## src/rtl/key_arpeggiator.sv

```systemverilog
// key_arpeggiator: steps through held keypad keys at a tick-based tempo, emitting keycode/gate/step.
// Optional latch mode (hold last chord after release) is enabled by defining ARP_LATCH_EN.
module key_arpeggiator #(
   parameter int NUM_KEYS = 14,
   parameter int TICK_W   = 16
) (
   input  logic                clk,
   input  logic                n_rst,
   input  logic [NUM_KEYS-1:0] keypad_i,
   input  logic                sample_now,
   input  logic [1:0]          arp_mode,
   input  logic [TICK_W-1:0]   step_period,
   input  logic [TICK_W-1:0]   gate_len,
   output logic [3:0]          keycode,
   output logic                note_on,
   output logic                step
);
   typedef enum logic {IDLE, PLAY} state_t;
   state_t              state_q, state_d;
   logic [NUM_KEYS-1:0] held_q, mask;
   logic [3:0]          keycode_q, keycode_d, nxt_key, start_key;
   logic [3:0]          up_idx, dn_idx, lo_idx, hi_idx;
   logic [1:0]          mode_q, mode_d;
   logic [TICK_W-1:0]   tick_q, tick_d, per_m1;
   logic                note_q, note_d, step_q, step_d, dir_q, dir_d, nxt_dir;
   logic                up_ok, dn_ok, ud_down, adv, restart;
`ifdef ARP_LATCH_EN
   logic [NUM_KEYS-1:0] latch_q;
   logic                prev_nz_q;
   assign mask    = |held_q ? held_q : latch_q;
   assign restart = |held_q && !prev_nz_q;
   always_ff @(posedge clk or negedge n_rst)
      if (!n_rst) begin
         latch_q   <= '0;
         prev_nz_q <= 1'b0;
      end else begin
         latch_q   <= |held_q ? held_q : latch_q;
         prev_nz_q <= |held_q;
      end
`else
   assign mask    = held_q;
   assign restart = 1'b0;
`endif
   // Nearest set bits above/below the current (possibly stale) index, plus the extremes.
   always_comb begin
      up_ok  = 1'b0;
      dn_ok  = 1'b0;
      up_idx = '0;
      dn_idx = '0;
      lo_idx = '0;
      hi_idx = '0;
      for (int i = NUM_KEYS - 1; i >= 0; i--)
         if (mask[i]) begin
            lo_idx = 4'(i);
            if (4'(i) > keycode_q) begin
               up_ok  = 1'b1;
               up_idx = 4'(i);
            end
         end
      for (int i = 0; i < NUM_KEYS; i++)
         if (mask[i]) begin
            hi_idx = 4'(i);
            if (4'(i) < keycode_q) begin
               dn_ok  = 1'b1;
               dn_idx = 4'(i);
            end
         end
   end
   assign per_m1    = (step_period == '0) ? '0 : step_period - 1'b1;
   assign adv       = sample_now && (tick_q >= per_m1);
   assign start_key = (arp_mode == 2'b01) ? hi_idx : lo_idx;
   // Direction only persists while staying in up-down; entering it starts upward.
   assign ud_down   = (mode_q == 2'b10) && dir_q;
   always_comb begin
      nxt_key = up_ok ? up_idx : lo_idx;
      nxt_dir = 1'b0;
      if (arp_mode == 2'b01)
         nxt_key = dn_ok ? dn_idx : hi_idx;
      else if (arp_mode == 2'b10 && !ud_down) begin
         nxt_key = up_ok ? up_idx : (dn_ok ? dn_idx : lo_idx);
         nxt_dir = !up_ok && dn_ok;
      end else if (arp_mode == 2'b10) begin
         nxt_key = dn_ok ? dn_idx : (up_ok ? up_idx : lo_idx);
         nxt_dir = dn_ok || !up_ok;
      end
   end
   always_comb begin
      state_d   = state_q;
      keycode_d = keycode_q;
      note_d    = note_q;
      step_d    = 1'b0;
      dir_d     = dir_q;
      tick_d    = tick_q;
      mode_d    = mode_q;
      if ((state_q == IDLE || restart) && |mask) begin
         state_d   = PLAY;
         keycode_d = start_key;
         note_d    = 1'b1;
         step_d    = 1'b1;
         tick_d    = '0;
         dir_d     = 1'b0;
         mode_d    = arp_mode;
      end else if (state_q == PLAY && !(|mask)) begin
         state_d   = IDLE;
         keycode_d = 4'hF;
         note_d    = 1'b0;
         dir_d     = 1'b0;
         tick_d    = '0;
      end else if (state_q == PLAY && adv) begin
         keycode_d = nxt_key;
         note_d    = 1'b1;
         step_d    = 1'b1;
         tick_d    = '0;
         dir_d     = nxt_dir;
         mode_d    = arp_mode;
      end else if (state_q == PLAY) begin
         tick_d = sample_now ? tick_q + 1'b1 : tick_q;
         note_d = note_q && mask[keycode_q] && (tick_d < gate_len);
      end
   end
   always_ff @(posedge clk or negedge n_rst)
      if (!n_rst) begin
         state_q   <= IDLE;
         held_q    <= '0;
         keycode_q <= 4'hF;
         note_q    <= 1'b0;
         step_q    <= 1'b0;
         dir_q     <= 1'b0;
         tick_q    <= '0;
         mode_q    <= 2'b00;
      end else begin
         state_q   <= state_d;
         held_q    <= keypad_i;
         keycode_q <= keycode_d;
         note_q    <= note_d;
         step_q    <= step_d;
         dir_q     <= dir_d;
         tick_q    <= tick_d;
         mode_q    <= mode_d;
      end
   assign keycode = keycode_q;
   assign note_on = note_q;
   assign step    = step_q;
endmodule

```

## config.mk

```make
export PLATFORM = sky130hd
export DESIGN_NAME = key_arpeggiator
export DESIGN_NICKNAME = d
export VERILOG_FILES = /design/src/rtl/key_arpeggiator.sv
export SDC_FILE = /design/constraint.sdc
export NUM_CORES = 1
export LEC_CHECK = 0
export BUFFER_PORTS_ARGS = -buffer_cell sky130_fd_sc_hd__buf_2
export CORE_ASPECT_RATIO = 1.75
export CORE_MARGIN = 3
export CORE_UTILIZATION = 50
export DETAILED_ROUTE_END_ITERATION = 10
export PLACE_DENSITY = 0.71
export SLEW_MARGIN = 0
export SYNTH_ARGS = -nofsm -noshare
export SYNTH_HDL_FRONTEND = slang
export SYNTH_SLANG_ARGS = --single-unit
```

## constraint.sdc

```tcl
create_clock -name clk -period 3.5 [get_ports clk]
set_clock_uncertainty 0.2 [all_clocks]
set_input_delay 0.175 -clock clk [delete_from_list [all_inputs] [get_ports clk]]
set_output_delay 0.175 -clock clk [all_outputs]
set_load 0.03 [all_outputs]
```

# Word level (Yosys, flattened, before mapping)
# Index checks and enable logic that the tools add are counted.
# word_totals
register_bits,40
in_bits,51
out_inout_bits,6
# op_classes
addsub,2
magnitude_cmp,31
eq_ne,4
mux,175
bitwise_logic,1
reduce_logical,20
# ops
cell,n
two-way mux 4 bit,90
two-way mux 16 bit,6
two-way mux 1 bit,75
> comparator 4 bit (first input constant),6
less-than comparator 4 bit (first input constant),6
adder 16 x 1 -> 16 bit (second input constant),1
>= comparator 16 bit,1
> comparator 3 x 4 -> 1 bit (first input constant),4
logical NOT 16 bit,1
less-than comparator 16 bit,1
less-than comparator 3 x 4 -> 1 bit (first input constant),4
subtractor 16 x 1 -> 16 bit (second input constant),1
OR reduction 14 bit,1
logical AND 1 bit,9
> comparator 1 x 4 -> 1 bit (first input constant),2
> comparator 2 x 4 -> 1 bit (first input constant),2
less-than comparator 1 x 4 -> 1 bit (first input constant),2
less-than comparator 2 x 4 -> 1 bit (first input constant),2
two-way mux 2 bit,3
less-than comparator 4 x 5 -> 1 bit (second input constant),1
binary-select mux 1 bit (select 4 bit),1
equality test 2 bit (second input constant),2
nonzero test 2 bit,2
nonzero test 4 bit,1
other kinds (7),9

# Depth between registers and ports, before layout
# Gate-level depths: netlist (run 1).
# depth
ltp_word,37
ltp_mapped,19

# Worst setup path before layout (run 1)
# OpenSTA, ideal clock, no wires.
# synth_path
path_type,in2reg
from,input port step_period[0]
to,register tick_q[8]
setup_ns,0.130
t_arrival_ns,3.368
slack_ns,-0.198
path_stages,18
path_buffers,1
cell_sequence,inv_1 ha_1 nand2b_1 or3_1 or3_1 or3_1 nor3_1 a21oi_1 ha_1 nand4_1 nor2_1 o41ai_1 o41ai_2 nand2b_1 clkbuf_1 nor2_1 o21ai_0 o31ai_1
# synth_via
elab_chain_len,8
word_cells_on_any_way,10
# synth_rtl
element,line_no,source
"start, declared",12,"input logic [TICK_W-1:0] step_period,"
subtractor 16 x 1 -> 16 bit / logical NOT 16 bit (equally long branches),69,assign per_m1 = (step_period == '0) ? '0 : step_period - 1'b1;
two-way mux 16 bit *,69,
>= comparator 16 bit *,70,assign adv = sample_now && (tick_q >= per_m1);
logical AND 1 bit *,70,
logical AND 1 bit *,109,end else if (state_q == PLAY && adv) begin
two-way mux 16 bit,109,
two-way mux 16 bit,103,end else if (state_q == PLAY && !(|mask)) begin
two-way mux 16 bit,95,if ((state_q == IDLE || restart) && |mask) begin
"end signal, assigned",138,tick_q <= tick_d;
"end, declared",24,"logic [TICK_W-1:0] tick_q, tick_d, per_m1;"
# Mark *: on every way between the ends. The rest lies on a longest branch, timed or not.
# A chain may end at the register's enable or synchronous reset.

# Final worst setup path (run 1)
# layout_path
from,input port step_period[0]
to,register tick_q[5]
# The elaborated chain is that of the path after synthesis.

==> results of run 1 <==
## path summary, 6_finish.rpt
path                       slack [ps]      startpoint    endpoint
min in group asynchronous         370           n_rst   mode_q[1]
setup reg to reg                  120      held_q[10]  keycode[0]
max in group asynchronous        2130           n_rst   held_q[4]
hold / removal                    120      sample_now   tick_q[0]
hold reg to reg                   300       mode_q[0]   mode_q[0]
setup / recovery                  -80  step_period[0]   tick_q[5]
## through the flow
stage,worst slack [ps],instances,setup TNS [ps]
2_1_floorplan,-109.7,532,-679.7
3_3_place_gp,-492.0,703,-10430
3_5_place_dp,-602.1,703,-11820
4_1_cts,-5.025,734,-5.025
5_1_grt,-280.2,739,-4949
6_report,-83.50,739,-751.5
## state kept, by name, summed over array words and instances (netlist names)
| name | flops |
|---|---|
| held_q | 14 |
| keycode | 4 |
| state_q | 1 |
| note_on | 1 |
| mode_q | 2 |
| tick_q | 16 |
| step | 1 |
| dir_q | 1 |
## layout make-up
type                       instances  area, µm²  share of cell area [%]
multi-input combinational        430       3120                   56.71
inverter                          31      131.4                   2.387
timing repair buffer             140      979.7                   17.80
clock buffer                       6      138.9                   2.524
tap                               90      112.6                   2.046
clock inverter                     2      13.76                  0.2501
sequential                        40       1006                   18.28
## cells in the mapped netlist, types with 14 or more instances
master and count:
ha_1 36, nor3_1 20, o21ai_0 41, nand2b_1 20, a21oi_1 31, nand2_1 48, nor2_1 35, inv_1 30
clkbuf_1 20, o21ai_1 14, dfrtp_1 36
## worst register-to-register path, cell delays in order, from the launching register on
cell and delay (ps):
dfrtp_1 410, or4_1 670, nand2b_1 260, nor2b_1 300, inv_2 80, ha_1 210
or2_2 330, buf_4 170, a21oi_1 200, a21o_1 160, a31oi_1 40, a211o_1 290
## cell usage in the layout, fill, tap and decap left out, types with 5 or more instances in the layout
master         netlist  routed
dfrtp_1             36      36
nand2b_1            20      18
dlygate4sd3_1        0      17
o22ai_1              5       5
nand4_1              9       9
nor2_1              35      31
buf_2               10      55
nor2b_1             12      12
clkbuf_16            0       5
a31oi_1              5       5
a21oi_1             31      29
o21ai_0             41      35
ha_1                36      35
xor2_1              12      12
o21ai_1             14      20
or3_4                1       8
xnor2_1             12      11
buf_4                1      64
inv_1               30      28
nor3_1              20      17
o21a_1               7       7
nand3_1              8       8
a21o_1               9       9
a211oi_1             6       5
nand2_1             48      48
## metal layers
| metal | track usage, % | share of wire, % |
|---|---|---|
| met2 | 54.52 | 55 |
| met3 | 4.679 | 4.1 |
| met4 | 19.08 | 7.0 |
| met1 | 27.58 | 33 |
| met5 | 0 | 0 |
## what timing repair did
item,4_1_cts,5_1_grt
endpoints found under the setup margin,23,24
pin swaps,8,6
hold endpoints to repair,52,1
hold buffers,16,1
cloned,2,1
resized for setup,28,13
buffers inserted,5,3
## power breakdown
part           internal (µW)  leakage [µW]  switching, µW
Sequential               556      0.000499            228
Combinational            669       0.00203            820
Clock                    286     0.0000772            209
Total                   1510       0.00261           1260
## logic make-up (layout without fill, tap and decap cells)
logic type	count (synthesis)	in the layout	synth area share (%)
flip-flops	40	40	24.06
XOR/XNOR	24	24	5.028
AND/OR/NAND/NOR	190	192	23.97
multiplexers	9	9	3.173
buffers and inverters	64	179	6.315
AO/OA/AOI/OAI	168	168	26.43
adder cells (fa/ha/maj)	37	37	11.01
==> metrics.csv, run 1 <==
stage,metric,value,unit
floorplan,die_height,127.0,µm
sta,fin_ws,-83.50,ps
sta,setup_viol,17,
critical_path,slowest_stage,o41ai_4,
routing,drt_iter0_drc,427,
critical_path,cpMostUsedCell,or3_4,
sta,fmax,279.1,MHz
final_layout,final_cell_area,5503,µm²
status,outcome,"complete, but fails checks",
pwr,powerDensity,503.0,nW/µm²
sta,min_period,3584,ps
logic_synthesis,synth_top_area_share,21.55,%
logic_synthesis,avgSynthCellArea,7.858,µm²
placed_design,place_congestion,0.9866,
logic_synthesis,syn_area,4180,µm²
cts,cts-root-buf,clkbuf_16,
critical_path,crit_type,primary input to flop,
floorplan,num_io_pins,57,
min_path,whs_path_depth,4,
cts,clock-sinks,40,
routing,routed_wl,13250,µm
critical_path,crit_family,simple AND/OR/NAND/NOR gates,
cts,clock_path_buffers,2,
pwr,power,2768,µW
logic_synthesis,yosysUniqueCellTypes,74,
sta,min_period_over_period,102.4,%
status,violations,negative setup slack,
final_layout,n_antenna_cell,0,
sta,rsz0062_at_grt,yes,
pwr,max-vdd-ir-drop,0.2953,mV
routing,dr.pass1.iters,5,
critical_path,critical_path_arrival,3560,ps
grt,grt_start_max_net_pins,41,
logic_synthesis,async_reset_ff_share,100.0,%
grt,antenna_found_initial,0,
floorplan,initial_utilization,52.15,%
floorplan,die_width,75.12,µm
sta,worst_pin_slew,962.0,ps
logic_synthesis,synthCells,532,
routing,drc,0,
routing,vias,4589,
final_layout,fill_cells,635,
routing,ant_nets,0,
min_path,min_path_type,primary input to flop,
critical_path,cp.required,3470,ps
logic_synthesis,yosysTopAreaCell,dfrtp_1,
placed_design,place_area,4913,µm²
cts,clk_pin_slew,60,ps
logic_synthesis,synth-seq-cells,40,
floorplan,core,8016,µm²
grt,grt_pass1_vias,4612,
final_layout,syn_to_final_growth,31.64,%
final_layout,fin_util,68.64,%
pwr,leakagePower,0.002607,µW
sta,whs,123.8,ps
routing,vias_per_cell,6.210,
critical_path,cp_num_cells,18,
critical_path,path_buf_inv,2,
grt,grt_usage,29.27,%
logic_synthesis,synth_area_leaders,"dfrtp_1 (22%), ha_1 (11%), o21ai_0 (4.9%)",
grt,grt_remaining_overflow,0,
cts,clk_latency,300,ps
routing,wire_per_inst,17.93,µm
cts,cts_made_buffers,5,
cts,cts_max_level,2,
placed_design,dpl.hpwl,9733,µm
sta,maxSlewHeadroom,35.87,%
critical_path,start_kind,primary input,
sta,maxSlewViolCount,0,
cts,cts_tree,yes,
logic_synthesis,synth-edff-count,0,
critical_path,end_kind,flop,
logic_synthesis,yosysSeqAreaShare,24.06,%
final_layout,drive_gt1_share,28.66,%
floorplan,placementRows,43,
logic_synthesis,yosysWarnings,0,
final_layout,nNetsFinal,735,
grt,grt_first_pass_wirelength,21510,µm
critical_path,rr_worst_depth,11,
critical_path,slowest_delay,480,ps
flow_run,drv_cap,0,
sta,hold_violations,0,
critical_path,crit_chain,buf_12 > inv_12 > ha_4 > nand2b_4 > or3_4 > or3_4 > or3_4 > nor3_2 > a21oi_1 > ha_1 > nand4_1 > nor2_2 > o41ai_4 > o41ai_4 > nand2b_4 > nor2_1 > o21ai_1 > o41ai_2,
critical_path,crit_fanout,8,
logic_synthesis,synth_ff_type,dfrtp_1,
placed_design,portBuffers,56,
floorplan,dieArea,9537,µm²
logic_synthesis,synth_nets,619,
(Power assumes the default switching activity.)
==> inputs of run 2 (changes only) <==
--- a/config.mk
+++ b/config.mk
@@ -5,12 +5,13 @@
 export SDC_FILE = /design/constraint.sdc
 export NUM_CORES = 1
 export LEC_CHECK = 0
-export BUFFER_PORTS_ARGS = -buffer_cell sky130_fd_sc_hd__buf_2
+export BUFFER_PORTS_ARGS = -buffer_cell sky130_fd_sc_hd__clkbuf_2
 export CORE_ASPECT_RATIO = 1.75
 export CORE_MARGIN = 3
 export CORE_UTILIZATION = 50
 export DETAILED_ROUTE_END_ITERATION = 10
 export PLACE_DENSITY = 0.71
+export REMOVE_ABC_BUFFERS = 1
 export SLEW_MARGIN = 0
 export SYNTH_ARGS = -nofsm -noshare
 export SYNTH_HDL_FRONTEND = slang
==> run 2 against run 1 <==
Compared with the run above: the run still ends with negative setup slack left; final cell count shrank 1.9%; first-iteration DRC count shrank 42%; die area is the same; setup slack lost 33 ps; hold slack lost 49 ps; via count shrank 4.0%.
==> metrics.csv, run 2 (synthesized netlist as in run 1, its figures left out) <==
stage,metric,value,unit,change
pwr,leakagePower,0.002545,µW,-2.4%
critical_path,slowest_delay,410,ps,-70 ps
grt,grt_first_pass_wirelength,20640,µm,-4.1%
critical_path,critical_path_arrival,3570,ps,about the same
critical_path,path_buf_inv,3,,+1
floorplan,initial_utilization,52.15,%,unchanged
pwr,max-vdd-ir-drop,0.4978,mV,+69%
sta,setup_viol,19,,+2
final_layout,n_antenna_cell,0,,unchanged
grt,grt_remaining_overflow,0,,unchanged
sta,worst_pin_slew,999.0,ps,+36.98 ps
critical_path,slowest_stage,o41ai_4,,
pwr,powerDensity,525.6,nW/µm²,+4.5%
critical_path,cp.required,3460,ps,about the same
critical_path,crit_fanout,14,,+6
sta,min_period,3617,ps,+33.21 ps
grt,antenna_found_initial,0,,unchanged
floorplan,die_height,127.0,µm,unchanged
cts,cts_max_level,2,,unchanged
sta,min_period_over_period,103.3,%,+0.95 points
routing,routed_wl,12640,µm,-4.6%
floorplan,num_io_pins,57,,unchanged
cts,cts_made_buffers,5,,unchanged
final_layout,top_register,tick_q,,
final_layout,drive_gt1_share,25.83,%,-2.8 points
cts,clk_pin_slew,60,ps,about the same
placed_design,dp.cells,693,,-1.4%
critical_path,crit_family,simple AND/OR/NAND/NOR gates,,
final_layout,final_cell_mix,"clkbuf_2 (54), buf_4 (51), nand2_1 (48), dfrtp_1 (36), ha_1 (35)",,
min_path,min_path_type,primary input to flop,,
final_layout,final_common_cell,clkbuf_2,,
sta,hold_violations,0,,unchanged
routing,ant_nets,0,,unchanged
final_layout,stdcell_count,725,,-1.9%
placed_design,place_congestion,1.008,,+2.2%
sta,fin_ws,-116.7,ps,-33.21 ps
routing,drc,0,,unchanged
critical_path,end_kind,flop,,
critical_path,cpMostUsedCell,or3_4,,
cts,cts_tree,yes,,
critical_path,start_kind,primary input,,
cts,clock-sinks,40,,unchanged
cts,clock_path_buffers,2,,unchanged
cts,clk_latency,290,ps,about the same
placed_design,dpl.hpwl,9748,µm,+0.16%
final_layout,largest_reg_flops,16,,unchanged
routing,vias,4404,,-4.0%
routing,dr.pass1.iters,5,,unchanged
grt,grt_usage,28.01,%,-1.3 points
sta,fmax,276.5,MHz,-0.92%
routing,drt_iter0_drc,249,,-42%
cts,cts-root-buf,clkbuf_16,,
routing,vias_per_cell,6.074,,-2.2%
status,violations,negative setup slack,,
sta,maxSlewHeadroom,33.40,%,-2.5 points
critical_path,r2r-end,note_on,,
critical_path,crit_type,primary input to flop,,
placed_design,portBuffers,56,,unchanged
critical_path,crit_chain,buf_8 > inv_6 > ha_4 > nand2b_4 > or3_4 > or3_4 > or3_4 > nor3_2 > a21oi_1 > ha_1 > nand4_1 > nor2_4 > o41ai_4 > o41ai_4 > nand2b_4 > buf_12 > nor2_1 > o21ai_1 > o41ai_1,,
floorplan,placementRows,43,,unchanged
floorplan,dieArea,9537,µm²,unchanged
min_path,hold_end,tick_q[0],,
sta,finalSetupTns,-1138,ps,-386.6 ps
final_layout,syn_to_final_growth,29.27,%,
min_path,whs_path_depth,3,,-1
floorplan,die_width,75.12,µm,unchanged
critical_path,ff2ff_setup_slack,320,ps,+200 ps
routing,wire_per_inst,17.44,µm,-2.8%
critical_path,reg2reg_from,tick_q[0],,
min_path,min_from,sample_now,,
sta,maxSlewViolCount,0,,unchanged
critical_path,rr_worst_depth,13,,+2
grt,grt_pass1_vias,4485,,-2.8%
floorplan,core,8016,µm²,unchanged
sta,rsz0062_at_grt,yes,,
final_layout,fin_util,67.41,%,-1.2 points
flow_run,drv_cap,0,,unchanged
grt,grt_start_max_net_pins,41,,unchanged
final_layout,nNetsFinal,721,,-1.9%
status,outcome,"complete, but fails checks",,
## run 2: worst min-delay path: stages
cell and delay (ps):
clkbuf_2 190, nand2_1 100, o21ai_1 60
## run 2: report_power, final
part | internal [µW] | switching [µW] | leakage [µW]
Combinational | 662 | 811 | 0.00195
Sequential | 556 | 224 | 0.000499
Clock | 409 | 178 | 0.0000911
## run 2: final cells by class
class	instances	area [µm²]
Sequential cell	40	1006
Clock inverter	2	60.06
Inverter	31	123.9
Fill cell	670	2613
Multi-Input combinational cell	428	3069
Tap cell	90	112.6
Timing Repair Buffer	128	903.4
Clock buffer	6	128.9
## run 2: per-layer routing
layer | vias to the layer above | track usage (%) | part of all wire [%]
met5 | - | 0 | 0
met4 | 0 | 18.45 | 6.6
met3 | 57 | 3.569 | 3.0
met2 | 133 | 53.60 | 56
met1 | 2077 | 25.47 | 34
li1 | 2137 | - | -
## run 2: how the worst max path moves through the flow
| stage | from | endpoint | slack [ps] | cells after the start |
|---|---|---|---|---|
| 2_1_floorplan | step_period[9] | tick_q[13] | -230 | 14 |
| 3_3_place_gp | step_period[0] | dir_q | -420 | 18 |
| 3_5_place_dp | step_period[0] | tick_q[5] | -540 | 15 |
| 4_1_cts | step_period[2] | tick_q[5] | -50 | 15 |
| 5_1_grt | step_period[0] | tick_q[5] | -300 | 19 |
| 6_report | step_period[0] | tick_q[5] | -120 | 19 |
## run 2: what timing repair did
action                     in CTS  in global routing
gates cloned                    0                  0
setup buffers                   3                  4
gates resized for setup        26                 22
pin swaps                       3                  5
hold endpoints to repair       52                  0
hold buffers                   17                  0
setup endpoints to repair      23                 24
## run 2: per-stage QoR
step / power (µW) / setup slack [ps] / area (µm²) / hold WS [ps]
3_3_place_gp: 2088 / -416.9 / 4798 / 84.05
5_1_grt: 3015 / -299.2 / 5404 / 78.89
3_5_place_dp: 2117 / -543.2 / 4798 / 84.65
4_1_cts: 2761 / -53.21 / 5291 / 71.64
2_1_floorplan: 1629 / -225.9 / 4033 / -320.6
6_report: 2840 / -116.7 / 5404 / 74.52
